$ cat config.mk
export PLATFORM = sky130hd
export DESIGN_NAME = cmd_rsp
export DESIGN_NICKNAME = d
export VERILOG_FILES = /design/src/rtl/cmd_rsp.sv
export SDC_FILE = /design/constraint.sdc
export NUM_CORES = 1
export LEC_CHECK = 0
export BUFFER_PORTS_ARGS = -buffer_cell sky130_fd_sc_hd__buf_2
export CAP_MARGIN = 20
export CORE_ASPECT_RATIO = 1.75
export CORE_UTILIZATION = 40
export DETAILED_ROUTE_END_ITERATION = 12
export MAX_ROUTING_LAYER = met4
export SETUP_SLACK_MARGIN = 0.05
export SYNTH_ARGS = -nofsm -noshare
export SYNTH_HDL_FRONTEND = slang
export SYNTH_SLANG_ARGS = --single-unit
$ cat constraint.sdc
create_clock -name clk -period 3.43 [get_ports clk]
set_clock_uncertainty 0.1 [all_clocks]
set_input_delay 0 -clock clk [delete_from_list [all_inputs] [get_ports clk]]
set_output_delay 0 -clock clk [all_outputs]
set_load 0.03 [all_outputs]
$ cat src/rtl/cmd_rsp.sv
// Command/response sequencer: tracks the initiator's command code, queues the
// response bytes in a small FIFO and flags illegal transitions, timeouts and overflows.
module cmd_rsp #(
  parameter int          P_DEPTH   = 4,
  parameter logic [15:0] P_TIMEOUT = 16'h1000,
  parameter logic [7:0]  P_ACK_RSP = 8'hA5
) (
  input  logic        clk,
  input  logic        reset,
  input  logic [7:0]  cmd_type,
  input  logic [15:0] clk_cnt,
  input  logic        rsp_ready,
  input  logic        err_clr,
  output logic        rsp_valid,
  output logic [7:0]  rsp_data,
  output logic        busy,
  output logic [2:0]  state,
  output logic        seq_done,
  output logic [2:0]  err_code
);

  localparam int AW = $clog2(P_DEPTH);
  localparam int CW = AW + 1;

  localparam logic [2:0] R_IDLE  = 3'd0;
  localparam logic [2:0] R_START = 3'd1;
  localparam logic [2:0] R_READ  = 3'd2;
  localparam logic [2:0] R_WRITE = 3'd3;
  localparam logic [2:0] R_ACK   = 3'd4;

  logic [7:0]    cmd_q;
  logic [7:0]    rd_seq;
  logic [15:0]   dwell;
  logic [2:0]    state_d;
  logic [7:0]    mem [P_DEPTH];
  logic [AW-1:0] wr_ptr;
  logic [AW-1:0] rd_ptr;
  logic [CW-1:0] count;

  logic       evt, legal, illegal, active, timeout;
  logic       push, push_ok, pop, full, ovf, rd_inc, ack;
  logic [7:0] push_data;

  // Only the low byte of the initiator count is ever reported.
  logic unused_cnt_hi;
  assign unused_cnt_hi = ^clk_cnt[15:8];

  assign evt     = cmd_type != cmd_q;
  assign active  = (state == R_START) || (state == R_READ) || (state == R_WRITE);
  assign timeout = active && !evt && (dwell == P_TIMEOUT - 16'd1);

  always_comb begin
    state_d   = state;
    legal     = 1'b0;
    push      = 1'b0;
    push_data = '0;
    rd_inc    = 1'b0;
    ack       = 1'b0;
    if (evt) begin
      case (state)
        R_IDLE:
          if (cmd_type == 8'h80) begin
            legal = 1'b1; state_d = R_START; push = 1'b1; push_data = 8'h81;
          end
        R_START:
          if (cmd_type == 8'h20) begin
            legal = 1'b1; state_d = R_READ; push = 1'b1; push_data = rd_seq; rd_inc = 1'b1;
          end
        R_READ:
          if (cmd_type == 8'h40) begin
            legal = 1'b1; state_d = R_WRITE; push = 1'b1; push_data = clk_cnt[7:0];
          end
        R_WRITE:
          if (cmd_type == 8'hFF) begin
            legal = 1'b1; state_d = R_ACK; push = 1'b1; push_data = P_ACK_RSP; ack = 1'b1;
          end
        R_ACK:
          if (cmd_type == 8'h00) begin
            legal = 1'b1; state_d = R_IDLE;
          end else if (cmd_type == 8'h80) begin
            legal = 1'b1; state_d = R_START; push = 1'b1; push_data = 8'h81;
          end
        default: ;
      endcase
      if (!legal) state_d = R_IDLE;
    end else if (timeout) begin
      state_d = R_IDLE;
    end
  end

  assign illegal = evt && !legal;

  assign rsp_valid = count != '0;
  assign rsp_data  = rsp_valid ? mem[rd_ptr] : '0;
  assign busy      = state != R_IDLE;
  assign pop       = rsp_valid && rsp_ready;
  assign full      = count == CW'(P_DEPTH);
  // A pop in the same cycle frees the slot, so a push into a full FIFO is still taken.
  assign push_ok   = push && (!full || pop);
  assign ovf       = push && full && !pop;

  always_ff @(posedge clk or posedge reset) begin
    if (reset) begin
      state    <= R_IDLE;
      cmd_q    <= '0;
      rd_seq   <= '0;
      dwell    <= '0;
      wr_ptr   <= '0;
      rd_ptr   <= '0;
      count    <= '0;
      seq_done <= 1'b0;
      err_code <= '0;
    end else begin
      cmd_q    <= cmd_type;
      state    <= state_d;
      seq_done <= ack;
      err_code <= (err_clr ? 3'b000 : err_code) | {ovf, timeout, illegal};
      if (rd_inc) rd_seq <= rd_seq + 8'd1;
      if (evt || !active || timeout) dwell <= '0;
      else                           dwell <= dwell + 16'd1;
      if (push_ok) wr_ptr <= wr_ptr + AW'(1);
      if (pop)     rd_ptr <= rd_ptr + AW'(1);
      if (push_ok && !pop)      count <= count + CW'(1);
      else if (!push_ok && pop) count <= count - CW'(1);
    end
  end

  always_ff @(posedge clk) begin
    if (push_ok) mem[wr_ptr] <= push_data;
  end

endmodule
## After elaboration in Yosys (flattened, before gate mapping)

Memory sizes are Yosys's and may differ from the RTL's.
Index checks and enable logic that the tools add are counted.

- Reductions and logical operators: 27
- Bitwise operators: 1
- Equality and inequality tests: 15
- Muxes and demuxes: 38
- Add/sub/neg operators: 6

Operators by type and width:

| operator | count |
|---|---|
| $mux W8 | 7 |
| $pmux W8 S5 | 1 |
| $mux W3 | 11 |
| $add A16 B1 Y16 const B | 1 |
| $eq A16 B12 Y1 const B | 1 |
| $eq A8 B8 Y1 const B | 2 |
| $mux W16 | 1 |
| $mux W1 | 15 |
| $pmux W3 S5 | 1 |
| $ne A4 B4 Y1 const B | 3 |
| $pmux W1 S5 | 2 |
| $logic_and A1 B1 Y1 | 9 |
| $add A8 B1 Y8 const B | 1 |
| $eq A8 B6 Y1 const B | 1 |
| $eq A8 B7 Y1 const B | 1 |
| $logic_not A8 Y1 | 1 |
| $ne A8 B8 Y1 | 1 |
| $ne A7 B5 Y1 const B | 1 |
| $eq A3 B2 Y1 const B | 2 |
| $eq A3 B3 Y1 const B | 2 |
| $logic_not A1 Y1 | 6 |
| $reduce_bool A3 Y1 | 2 |
| $logic_or A1 B1 Y1 | 5 |
| $reduce_and A5 Y1 | 1 |
| 7 further kinds | 9 |

- Flip-flop bits (word level): 46
- Memories kept: 1
- Output and inout bits: 17
- Bits in writable memories: 32

Memories:

| memory | words | bits a word | read ports | clocked after memory_dff | write ports | RTL line | source |
|---|---|---|---|---|---|---|---|
| mem | 4 | 8 | 1 | 0 | 1 | 35 | `logic [7:0] mem [P_DEPTH];` |

## Depth between registers and ports, before layout

- Depth after elaboration: 10
- Gate-level depth with buffers: 11

## Worst setup path before layout

OpenSTA, ideal clock, no wires.

- Kind: register to register
- Start point: reg state[2]
- End point: reg count[2]
- Cell stages (with the launch flop): 12
- Slack: 39 ps
- Arrival: 3212 ps
- Clock period less this slack: 3391 ps
- Path buffers: 1
- Cell sequence: dfrtp_1 -> clkbuf_1 -> or2b_2 -> or4_2 -> o31a_4 -> a211oi_4 -> ha_1 -> inv_1 -> fa_1 -> xor2_1 -> nor2_1 -> xor2_1

- Longest elaborated chain between the ends: 7
- Elaborated cells on any way between the ends: 13

Ends and longest elaborated chain:

| what | RTL line | source |
|---|---|---|
| from (decl) | 17 | `output logic [2:0] state,` |
| from (signal assigned) | 115 | `state <= state_d;` |
| $eq A3 B3 Y1 (tied with other cells) | 60 | `case (state)` |
| $pmux W1 S5 (*) | 60 |  |
| $mux W1 (*) | 59 | `if (evt) begin` |
| $logic_and A1 B1 Y1 (*) | 99 | `assign push_ok = push && (!full \|\| pop);` |
| via push_ok | 41 | `logic push, push_ok, pop, full, ovf, rd_inc, ack;` |
| $logic_not A1 Y1 | 124 | `else if (!push_ok && pop) count <= count - CW'(1);` |
| $logic_and A1 B1 Y1 | 124 |  |
| $reduce_bool A2 Y1 (no line) | -- |  |
| to (signal assigned) | 123 | `if (push_ok && !pop) count <= count + CW'(1);` |
| to (signal assigned) | 124 |  |
| to (decl) | 38 | `logic [CW-1:0] count;` |

Mark *: on every way through the listed nets, which the timed path passes. The rest lies on a longest branch.
A chain may end at the register's enable or synchronous reset.

## Worst setup path after layout

- Start point: in cmd_type[2]
- End point: reg count[2]

- Longest elaborated chain between the ends: 9
- Elaborated cells on any way between the ends: 19

Ends and longest elaborated chain:

| what | RTL line | source |
|---|---|---|
| from (decl) | 10 | `input logic [7:0] cmd_type,` |
| $eq A8 B8 Y1 | 62, 80 |  |
| $mux W1 | 62, 80 |  |
| $mux W1 | 78 | `if (cmd_type == 8'h00) begin` |
| $pmux W1 S5 | 60 |  |
| $mux W1 (*) | 59 |  |
| $logic_and A1 B1 Y1 (*) | 99 |  |
| via push_ok | 41 |  |
| $logic_not A1 Y1 | 124 |  |
| $logic_and A1 B1 Y1 | 124 |  |
| $reduce_bool A2 Y1 (no line) | -- |  |

Marks and branches as above.

==> results.cfg <==
[route]
detail_route.drc_violations = 0
postRouteAntennaNets = 0
routed_wire_length_per_instance_um = 15.0
via_density_per_instance = 5.11
dr.first_iter.drc_count = 189
detailed_route_wire_length_mm = 7.03
route.vias.total = 2392
first_pass_detailed_route_iteration_total = 6

[clocking]
cts_tree = yes
insertion_delay_ns = 0.34
clockRootBuffer = sky130_fd_sc_hd__clkbuf_16
clock_tree.buffer_depth = 2
cts_max_level = 3
path_clk_slew_ns = 0.06
clock_sink_count = 78
cts_made_buffers = 9

[global_route]
grt_max_degree = 47
grt.met2_usage = 0.284
number_of_global_route_vias_before_repair = 2379
grt_use_met3 = 0.0393
globalRouteOverflowTotal = 0
gr-usage-met1 = 0.197
grt_use_total = 0.173
grt_first_pass_wirelength_mm = 11.6
grt-busiest-layer = met2
antenna_found_initial = 0

[worst_setup_path]
timing.setup.critical_path_class = in -> reg
critical_path_peak_fanout = 4
worst-endpoint-required_ns = 3.59
crit_path_launch_type = input port
crit_path_end_kind = flip-flop
timing.critical_path.arrival_ns = 3.46
minimum_setup_slack_among_reg_to_reg_paths_ns = 0.29

[final_layout]
synthToLayoutAreaGrowth_pct = 22.1
num-nets-final = 382
total_area_of_multi_input_combinational_cells_mm2 = 0.00144
register_area_mm2 = 0.00211
antenna-diode-count = 0
layout.filler_cells = 772
drive_above_1_share = 0.262

[sta]
worst-slew-pin-transition_ns = 0.586
worst_hold_slack_across_all_endpoints_ns = 0.0352
unrepaired_setup_endpoints_after_global_routing = no
timing.final.crit_share = 0.962
final_max_slew_viol_count = 0
slew_headroom = 0.606
max_freq_mhz = 303
period_needed_ns = 3.30
fin_setup_tns_ns = 0
setup-violations-final = 0
timing.final.hold_violations = 0

[floorplan]
boundary_pins = 45
total_core_area_mm2 = 0.00873
die_area_mm2 = 0.00946
initial_cell_density_of_the_core = 0.415
placementRows = 45
die_y_um = 128
die_width_um = 73.9

[power_and_ir_drop]
power.density_mw_per_mm2 = 498
leakagePower_nw = 1.88
ir_worst_vdd_v = 0.000258

[hold_path]
min-delay-path-class = in -> async

[placed_design]
port_buffers = 36
place.detailed.hpwl_mm = 5.05
gp_congestion = 0.781

[run_status]
status = finished, final reports clean

[logic_synthesis]
synth.ff_latch_count = 78
ys_top_cells_by_count = sky130_fd_sc_hd__dfrtp_1 (46), sky130_fd_sc_hd__edfxtp_1 (32), sky130_fd_sc_hd__nor2_1 (30), sky130_fd_sc_hd__xnor2_1 (19), sky130_fd_sc_hd__xor2_1 (15)
synthDominantAreaCellType = sky130_fd_sc_hd__dfrtp_1
synth-warning-count = 0
avgSynthCellArea_um2 = 12.8
yosys.cell_types.count = 47
synth_enable_flop_cells = 32
yosys.cell_count.top_type = sky130_fd_sc_hd__dfrtp_1
synth_async_sr_flop_share = 0.590
netlist_instances = 283
syn_area_mm2 = 0.00362
postSynth.topFlopCell = sky130_fd_sc_hd__dfrtp_1
synth_largest_type_area_fraction = 0.318
part_of_the_yosys_area_used_for_sequential_elements = 0.583
post_synth_main_area_contributors = sky130_fd_sc_hd__dfrtp_1 (32%), sky130_fd_sc_hd__edfxtp_1 (27%), sky130_fd_sc_hd__mux4_2 (5.0%)
synth_fp_nets = 319

[job]
max_cap_violations = 0
[final timing paths]
kind                                        from               endpoint  cells after the start
max reg2reg                 state[2]$_DFFE_PP0P_   count[2]$_DFFE_PP0P_                     10
min in group clk                      clk_cnt[4]    mem[3][4]$_DFFE_PP_                      3
max                                  cmd_type[2]   count[2]$_DFFE_PP0P_                     12
min reg2reg                err_code[1]$_DFF_PP0_  err_code[1]$_DFF_PP0_                      1
min                                        reset   count[0]$_DFFE_PP0P_                      3
max in group asynchronous                  reset   state[2]$_DFFE_PP0P_                      4
[power by group]
group	switching [W]	leakage [nW]	internal, W	total [W]
Sequential	0.0000822	0.968	0.00101	0.00109
Combinational	0.000113	0.789	0.000141	0.000254
Clock	0.000374	0.118	0.000485	0.000859
[sequential cells by signal, summed over array words and instances, names as in the netlist]
signal,flops
rd_ptr,2
count,3
dwell,16
cmd_q,8
state,3
wr_ptr,2
err_code,3
rd_seq,8
mem,32
seq_done,1
[routing by layer]
layer  routed length, um  up-vias
li1                    -     1151
met1                2880     1178
met2                3760       51
met3                 249       12
met4                 142        0
met5                   0        -
[repair_timing]
action | 4_1_cts | 5_1_grt
resized for setup | 0 | 8
setup endpoints to repair | 0 | 1
hold buffers | 11 | 1
endpoints found under the hold margin | 59 | 1
setup buffers | 0 | 5
[critical path: stages]
cell,delay [ns]
sky130_fd_sc_hd__dlygate4sd3_1,0.55
sky130_fd_sc_hd__buf_6,0.13
sky130_fd_sc_hd__or4_4,0.53
sky130_fd_sc_hd__or4_4,0.54
sky130_fd_sc_hd__o31a_4,0.37
sky130_fd_sc_hd__a211oi_4,0.25
sky130_fd_sc_hd__ha_2,0.25
sky130_fd_sc_hd__inv_2,0.04
sky130_fd_sc_hd__fa_2,0.35
sky130_fd_sc_hd__xor2_1,0.14
sky130_fd_sc_hd__nor2_1,0.14
sky130_fd_sc_hd__xor2_1,0.17
[cells by family (layout without fill, tap and decap cells)]
group	count (synthesis)	after routing	share of synthesized area
mux	13	13	0.0660
buf+inv	18	86	0.0214
simple gates	104	104	0.154
fa+ha+maj	8	8	0.0297
xor+xnor	34	34	0.0822
flops	78	78	0.583
compound gates	28	28	0.0636
[cells in the final DEF (no fill, tap or decap), types with 4 or more instances in the layout]
cell,n
sky130_fd_sc_hd__a21oi_1,6
sky130_fd_sc_hd__clkbuf_16,9
sky130_fd_sc_hd__ha_1,6
sky130_fd_sc_hd__xor2_1,15
sky130_fd_sc_hd__dlygate4sd3_1,11
sky130_fd_sc_hd__nand2_1,10
sky130_fd_sc_hd__buf_4,12
sky130_fd_sc_hd__mux4_2,8
sky130_fd_sc_hd__a22oi_1,8
sky130_fd_sc_hd__buf_2,34
sky130_fd_sc_hd__dfrtp_1,45
sky130_fd_sc_hd__inv_1,7
sky130_fd_sc_hd__and2_1,12
sky130_fd_sc_hd__xnor2_1,19
sky130_fd_sc_hd__edfxtp_1,32
sky130_fd_sc_hd__nand3_1,14
sky130_fd_sc_hd__clkinvlp_4,4
sky130_fd_sc_hd__nor3_1,6
sky130_fd_sc_hd__nor2_1,30
sky130_fd_sc_hd__nand4_1,7
sky130_fd_sc_hd__nor4_1,5
[cell type report]
| cell class | count | area share |
|---|---|---|
| repair buffers | 61 | 0.0962 |
| clock inverters | 6 | 0.00877 |
| well taps | 117 | 0.0331 |
| flip-flops and latches | 78 | 0.478 |
| clock buffers | 10 | 0.0518 |
| multi-input cells | 187 | 0.325 |
| inverters | 9 | 0.00764 |
[metrics by stage]
| step | worst slack, ns | power, W | utilization | std cells | cell area [um^2] |
|---|---|---|---|---|---|
| 2_1_floorplan | 0.0674 | 0.00128 | - | 283 | 3620 |
| 3_3_place_gp | 0.329 | 0.00134 | 0.454 | 434 | 3960 |
| 3_5_place_dp | 0.233 | 0.00135 | 0.454 | 434 | 3960 |
| 4_1_cts | 0.104 | 0.00222 | 0.497 | 461 | 4340 |
| 5_1_grt | 0.0376 | 0.00229 | 0.507 | 468 | 4420 |
| 6_report | 0.129 | 0.00220 | 0.507 | 468 | 4420 |
Note: power is estimated with default switching activity, not from simulation.
